File: src/rtl/pipe_pkg.sv
// pipe_pkg: shared definitions for the pipeline stage registers.
// Holds the occupancy-state encoding, default field widths and the
// packed per-stage control structs that stages cast into in_ctrl.
package pipe_pkg;

  // Occupancy of a stage register: main slot M and optional skid slot S.
  typedef enum logic [1:0] {
    EMPTY = 2'd0,  // M invalid
    ONE   = 2'd1,  // M valid, S invalid
    TWO   = 2'd2   // M and S valid
  } pipe_state_e;

  localparam int PIPE_DATA_W = 64;
  localparam int PIPE_CTRL_W = 8;

  // ID/EX control bundle (8 bits).
  typedef struct packed {
    logic [4:0] rd;
    logic [1:0] wb_sel;
    logic       reg_wen;
  } id_ex_ctrl_t;

  // EX/MEM control bundle (8 bits).
  typedef struct packed {
    logic [4:0] rd;
    logic       wb_sel;
    logic       reg_wen;
    logic       mem_rw;
  } ex_mem_ctrl_t;

endpackage

File: src/rtl/sat_counter.sv
// sat_counter: W-bit up-counter that saturates at all-ones and never wraps.
// Synchronous active-high clear has priority over increment.
module sat_counter #(
  parameter int W = 16
) (
  input  logic         clk,
  input  logic         clr,
  input  logic         inc,
  output logic [W-1:0] cnt
);

  logic [W-1:0] cnt_q;
  logic [W-1:0] cnt_d;

  // Next count: step up unless already pinned at the maximum.
  always_comb begin
    // NOTE: every combinational output gets a default first so no path leaves it unassigned (no latch).
    cnt_d = cnt_q;
    if (inc && (cnt_q != '1)) begin
      cnt_d = cnt_q + W'(1);
    end
  end

  // Count register with synchronous clear.
  always_ff @(posedge clk) begin
    // NOTE: sequential state uses non-blocking assignment so all flops update together at the edge.
    if (clr) begin
      cnt_q <= '0;
    end else begin
      cnt_q <= cnt_d;
    end
  end

  assign cnt = cnt_q;

endmodule

File: src/rtl/pipe_stage_reg.sv
// pipe_stage_reg: flow-controlled pipeline stage register with flush,
// synchronous clear and a saturating downstream-stall counter.
// Build option PIPE_SKID_EN: adds a skid slot S so in_ready comes from
// registered state only; without it capacity is one beat and in_ready is
// combinational (!out_valid | out_ready).
module pipe_stage_reg
  import pipe_pkg::*;
#(
  parameter int DATA_W             = PIPE_DATA_W,
  parameter int CTRL_W             = PIPE_CTRL_W,
  parameter int CNT_W              = 16,
  parameter bit ZERO_DATA_ON_FLUSH = 1'b1
) (
  input  logic              clk,
  input  logic              clear,
  input  logic              flush,
  input  logic              in_valid,
  output logic              in_ready,
  input  logic [CTRL_W-1:0] in_ctrl,
  input  logic [DATA_W-1:0] in_data,
  output logic              out_valid,
  input  logic              out_ready,
  output logic [CTRL_W-1:0] out_ctrl,
  output logic [DATA_W-1:0] out_data,
  output logic [CNT_W-1:0]  stall_cnt
);

  pipe_state_e state_q, state_d;

  logic [CTRL_W-1:0] m_ctrl_q, m_ctrl_d;
  logic [DATA_W-1:0] m_data_q, m_data_d;
`ifdef PIPE_SKID_EN
  logic [CTRL_W-1:0] s_ctrl_q, s_ctrl_d;
  logic [DATA_W-1:0] s_data_q, s_data_d;
`endif

  logic in_fire;
  logic out_fire;

  assign in_fire  = in_valid & in_ready;
  assign out_fire = out_valid & out_ready;

  // State register; clear returns the stage to EMPTY.
  always_ff @(posedge clk) begin
    if (clear) begin
      state_q <= EMPTY;
    end else begin
      state_q <= state_d;
    end
  end

  // Next occupancy from the two handshakes; flush empties the stage.
  always_comb begin
    state_d = state_q;
    if (flush) begin
      state_d = EMPTY;
    end else begin
      case (state_q)
        EMPTY: if (in_fire) state_d = ONE;
        ONE: begin
`ifdef PIPE_SKID_EN
          if (in_fire && !out_fire) begin
            state_d = TWO;
          end else if (!in_fire && out_fire) begin
            state_d = EMPTY;
          end
`else
          if (!in_fire && out_fire) state_d = EMPTY;
`endif
        end
`ifdef PIPE_SKID_EN
        TWO: if (out_fire) state_d = ONE;
`endif
        default: state_d = EMPTY;
      endcase
    end
  end

  // Handshake outputs decoded from occupancy.
  always_comb begin
    out_valid = (state_q != EMPTY);
`ifdef PIPE_SKID_EN
    in_ready  = (state_q != TWO);
`else
    in_ready  = (state_q == EMPTY) | out_ready;
`endif
  end

  // Slot contents: load M (or S when M is stuck), promote S to M, or kill.
  always_comb begin
    m_ctrl_d = m_ctrl_q;
    m_data_d = m_data_q;
`ifdef PIPE_SKID_EN
    s_ctrl_d = s_ctrl_q;
    s_data_d = s_data_q;
`endif
    if (flush) begin
      m_ctrl_d = '0;
      if (ZERO_DATA_ON_FLUSH) m_data_d = '0;
`ifdef PIPE_SKID_EN
      s_ctrl_d = '0;
      if (ZERO_DATA_ON_FLUSH) s_data_d = '0;
`endif
    end else begin
      case (state_q)
        EMPTY: begin
          if (in_fire) begin
            m_ctrl_d = in_ctrl;
            m_data_d = in_data;
          end
        end
        ONE: begin
`ifdef PIPE_SKID_EN
          if (in_fire && out_fire) begin
            m_ctrl_d = in_ctrl;
            m_data_d = in_data;
          end else if (in_fire) begin
            s_ctrl_d = in_ctrl;
            s_data_d = in_data;
          end
`else
          // Without a skid slot, in_fire in ONE implies out_fire.
          if (in_fire) begin
            m_ctrl_d = in_ctrl;
            m_data_d = in_data;
          end
`endif
        end
`ifdef PIPE_SKID_EN
        TWO: begin
          if (out_fire) begin
            m_ctrl_d = s_ctrl_q;
            m_data_d = s_data_q;
          end
        end
`endif
        default: ;
      endcase
    end
  end

  // Slot registers; clear zeroes control and payload alike.
  always_ff @(posedge clk) begin
    // NOTE: payload flops are reset here (unlike a RAM) because out_data=0 after clear is visible downstream.
    if (clear) begin
      m_ctrl_q <= '0;
      m_data_q <= '0;
`ifdef PIPE_SKID_EN
      s_ctrl_q <= '0;
      s_data_q <= '0;
`endif
    end else begin
      m_ctrl_q <= m_ctrl_d;
      m_data_q <= m_data_d;
`ifdef PIPE_SKID_EN
      s_ctrl_q <= s_ctrl_d;
      s_data_q <= s_data_d;
`endif
    end
  end

  assign out_ctrl = m_ctrl_q;
  assign out_data = m_data_q;

  sat_counter #(
    .W(CNT_W)
  ) u_stall_cnt (
    .clk(clk),
    .clr(clear),
    .inc(out_valid & ~out_ready),
    .cnt(stall_cnt)
  );

endmodule

File: config.mk
export PLATFORM = sky130hd
export DESIGN_NAME = pipe_stage_reg
export DESIGN_NICKNAME = d
export VERILOG_FILES = /design/src/rtl/pipe_pkg.sv /design/src/rtl/sat_counter.sv /design/src/rtl/pipe_stage_reg.sv
export SDC_FILE = /design/constraint.sdc
export NUM_CORES = 1
export LEC_CHECK = 0
export BUFFER_PORTS_ARGS = -buffer_cell sky130_fd_sc_hd__buf_2
export CORE_ASPECT_RATIO = 1.1
export CORE_MARGIN = 2
export CORE_UTILIZATION = 53
export CTS_BUF_LIST = sky130_fd_sc_hd__clkbuf_4
export DETAILED_ROUTE_END_ITERATION = 10
export GPL_TIMING_DRIVEN = 0
export PLACE_DENSITY = 0.85
export SLEW_MARGIN = 20
export SYNTH_ARGS = -nofsm -noshare
export SYNTH_HDL_FRONTEND = slang
export SYNTH_HIERARCHICAL = 1
export SYNTH_SLANG_ARGS = --single-unit
export TNS_END_PERCENT = 50
File: constraint.sdc
create_clock -name clk -period 3.5 [get_ports clk]
set_clock_uncertainty 0.1 [all_clocks]
set_input_delay 0.175 -clock clk [delete_from_list [all_inputs] [get_ports clk]]
set_output_delay 0.175 -clock clk [all_outputs]
set_load 0.1 [all_outputs]
==> flow_summary.toml <==
[run_status]
outcome = "finished, final reports clean"

[grt]
grt_pass1_vias = 4252
overflow = 0
grt_pass1_wl_mm = 19.9
antenna_found_initial = 0
grt_max_degree = 16
grtUsageTotal_pct = 30.5

[timing]
drv_slew = 0
finalHoldViolations = 0
fin_crit_ns = 2.04
setup_viol = 0
fin_crit_sh_pct = 58.3
tns_ns = 0
relSlewSlack_pct = 62.3
tightest_slew_ns = 0.559
max_freq_mhz = 490
rsz0062_at_grt = "no"

[floorplanning]
die_h_um = 94.6
die_x_um = 86.3
pin_count = 167
placementRows = 33
initial_core_util_pct = 53.8
dieArea_mm2 = 0.00816
core-area_mm2 = 0.00735

[critical_path]
worstSetupPathType = "reg2reg"
cp-end-kind = "flop"
startpoint_type = "flop"
path_buf_inv = 3
crit_chain = "nand2b_4 > buf_2 > inv_1 > nand2_1 > clkbuf_1 > or4_1 > a21oi_1"
critPathArrivalTime_ns = 2.31
r2r-start = "state_q[0]$_SDFFE_PP0P_"
required_ns = 3.77
crit_fanout = 10
startpoint = "state_q[0]$_SDFFE_PP0P_"
cpLargestDelayFamily = "simple AND/OR/NAND/NOR gates"
cp_slowest_cell = "or4_1"
slowest_delay_ns = 0.51

[synth]
yosys.area.top_type = "dfxtp_1"
async_reset_ff_share_pct = 0
syn-instance-count = 432
ys_warn_count = 6
synth_edf_count = 0
avgSynthCellArea_um2 = 9.15
synth.most_common_cell = "dfxtp_1"
ys_top_cells_by_count = "dfxtp_1, nand2_1, nand4_1"
synth_top_cell_area_share_pct = 45.1
netlist_top_cells_area = "dfxtp_1, o21ai_2, nand4_1"
ys.flop_type = "dfxtp_1"
ys_seq_area_share_pct = 45.1
synth_cell_types = 38
syn_nets = 510
syn_area_mm2 = 0.00395
synth_seq_cells = 89

[placement]
gp_congestion = 0.847
port_buffers = 166
hpwlAfterDp_mm = 7.66
placed_area_mm2 = 0.00489

[power]
vdd_drop_max_uv = 214
leakage_nw = 2.51
p_switching_mw = 0.731
p_sw_share_pct = 34.0
p_per_area_mw_per_mm2 = 374
power_frac_seq_pct = 49.2
p_comb_share_pct = 23.5
clockPowerShare_pct = 27.3
p_int_mw = 1.42

[cells_and_area]
fill_cells = 476
fin_area_mm2 = 0.00576
area_delta_synth_final_pct = 45.7
drive_above_1_share_pct = 42.4
final_nets = 759

[drt]
drtIter0Drc = 272
drc = 0
via_count = 4357
post_drt_wl_per_cell_um = 16.5
vias_per_cell = 5.63
wirelength_mm = 12.8
first_pass_iters = 5
ant_nets = 0

[clock_network]
post-cts-setup-buffers = 0
cts-root-buf = "clkbuf_4"
clock_sinks = 89
clockBufferDepth = 2
cts_tree = "built"
cts_buffers = 9
htree_levels = 3
postCtsHoldBufs = 72
insertion_delay_ns = 0.43
clk_pin_slew_worst_paths_ns = 0.14
post_cts_resized = 0

[min_path]
hp-class = "in2reg"
min_from = "flush"

[run]
max-cap-violations = 0
-- final timing paths --
kind	endpoint	slack [ns]	cells past startpoint
hold / removal	out_data[58]$_SDFFE_PP0P_	0.11	5
setup / recovery	u_stall_cnt/cnt[13]$_SDFFE_PP0P_	1.46	7
hold reg to reg	out_data[58]$_SDFFE_PP0P_	0.36	2
setup reg to reg	u_stall_cnt/cnt[13]$_SDFFE_PP0P_	1.46	7
-- worst register-to-register path, stage by stage, from the launching register on --
cell	delay [ns]
dfxtp_1	0.41
nand2b_4	0.06
buf_2	0.19
inv_1	0.22
nand2_1	0.10
clkbuf_1	0.23
or4_1	0.51
a21oi_1	0.16
-- flip-flops by register name, indices dropped and copies added, names as in the netlist --
register and flops:
state_q 1, out_ctrl 8, out_data 64, u_stall_cnt/cnt 16
-- stage by stage --
| step | power [mW] | utilization, % | std cells | hold slack [ns] | setup slack (ns) |
|---|---|---|---|---|---|
| CTS | 2.15 | 78.3 | 773 | 0.0959 | 1.47 |
| finish | 2.15 | 78.3 | 774 | 0.112 | 1.46 |
| global route | 2.23 | 78.3 | 773 | 0.117 | 1.31 |
| detailed placement | 1.51 | 66.5 | 685 | 0.324 | 1.51 |
| floorplan | 1.41 | - | 432 | 0.218 | 1.05 |
| global placement | 1.51 | 66.5 | 685 | 0.310 | 1.55 |
-- cell type report --
| cell class | count | area, um^2 | area share, % |
|---|---|---|---|
| multi-input cells | 296 | 1880 | 32.7 |
| clock buffers | 10 | 75.1 | 1.30 |
| plain buffers | 43 | 272 | 4.72 |
| flip-flops and latches | 89 | 1780 | 30.9 |
| repair buffers | 238 | 1550 | 27.0 |
| inverters | 4 | 15.0 | 0.261 |
| diodes | 1 | 2.50 | 0.0435 |
| well taps | 87 | 109 | 1.89 |
| clock inverters | 6 | 67.6 | 1.17 |
-- layer usage --
layer | track usage [%] | vias up | routed length [um]
li1 | - | 2101 | -
met1 | 35.1 | 2008 | 5040
met2 | 53.9 | 200 | 6530
met3 | 4.37 | 48 | 712
met4 | 16.8 | 0 | 524
met5 | 0 | - | 0
-- power by group through the flow --
stage	clock, mW	combinational [mW]	sequential (mW)
after floorplan	0	0.123	1.29
after global placement	0	0.429	1.08
after detailed placement	0	0.434	1.08
after CTS	0.600	0.497	1.06
after global routing	0.642	0.528	1.06
final	0.588	0.506	1.06
-- logic make-up (layout without fill, tap and decap cells) --
group | count (synthesis) | in the layout | share of synthesized area (%)
and+or+nand+nor | 195 | 195 | 26.9
AOI/OAI and AO/OA | 96 | 96 | 19.5
DFF | 89 | 89 | 45.1
buffers and inverters | 47 | 301 | 7.25
xor gates and xnor gates | 2 | 2 | 0.443
muxes | 2 | 2 | 0.538
adders and majority gates | 1 | 1 | 0.317
other | 0 | 1 | 0
-- placed cells by master, fill, tap and decap left out, types with 4 or more instances in the layout --
cell type      count
nand4_1           75
clkbuf_4          10
o31ai_1            6
dfxtp_1           89
buf_2            185
nand2_1           78
buf_6              9
clkbuf_1           6
or4_1              7
nand3_1            6
buf_4              5
dlygate4sd3_1     72
nor2_1             6
nor3_1             4
buf_1              4
o21ai_0            4
a21oi_1           10
o21ai_2           70
inv_1              4
Power figures use the tool's default switching activity.
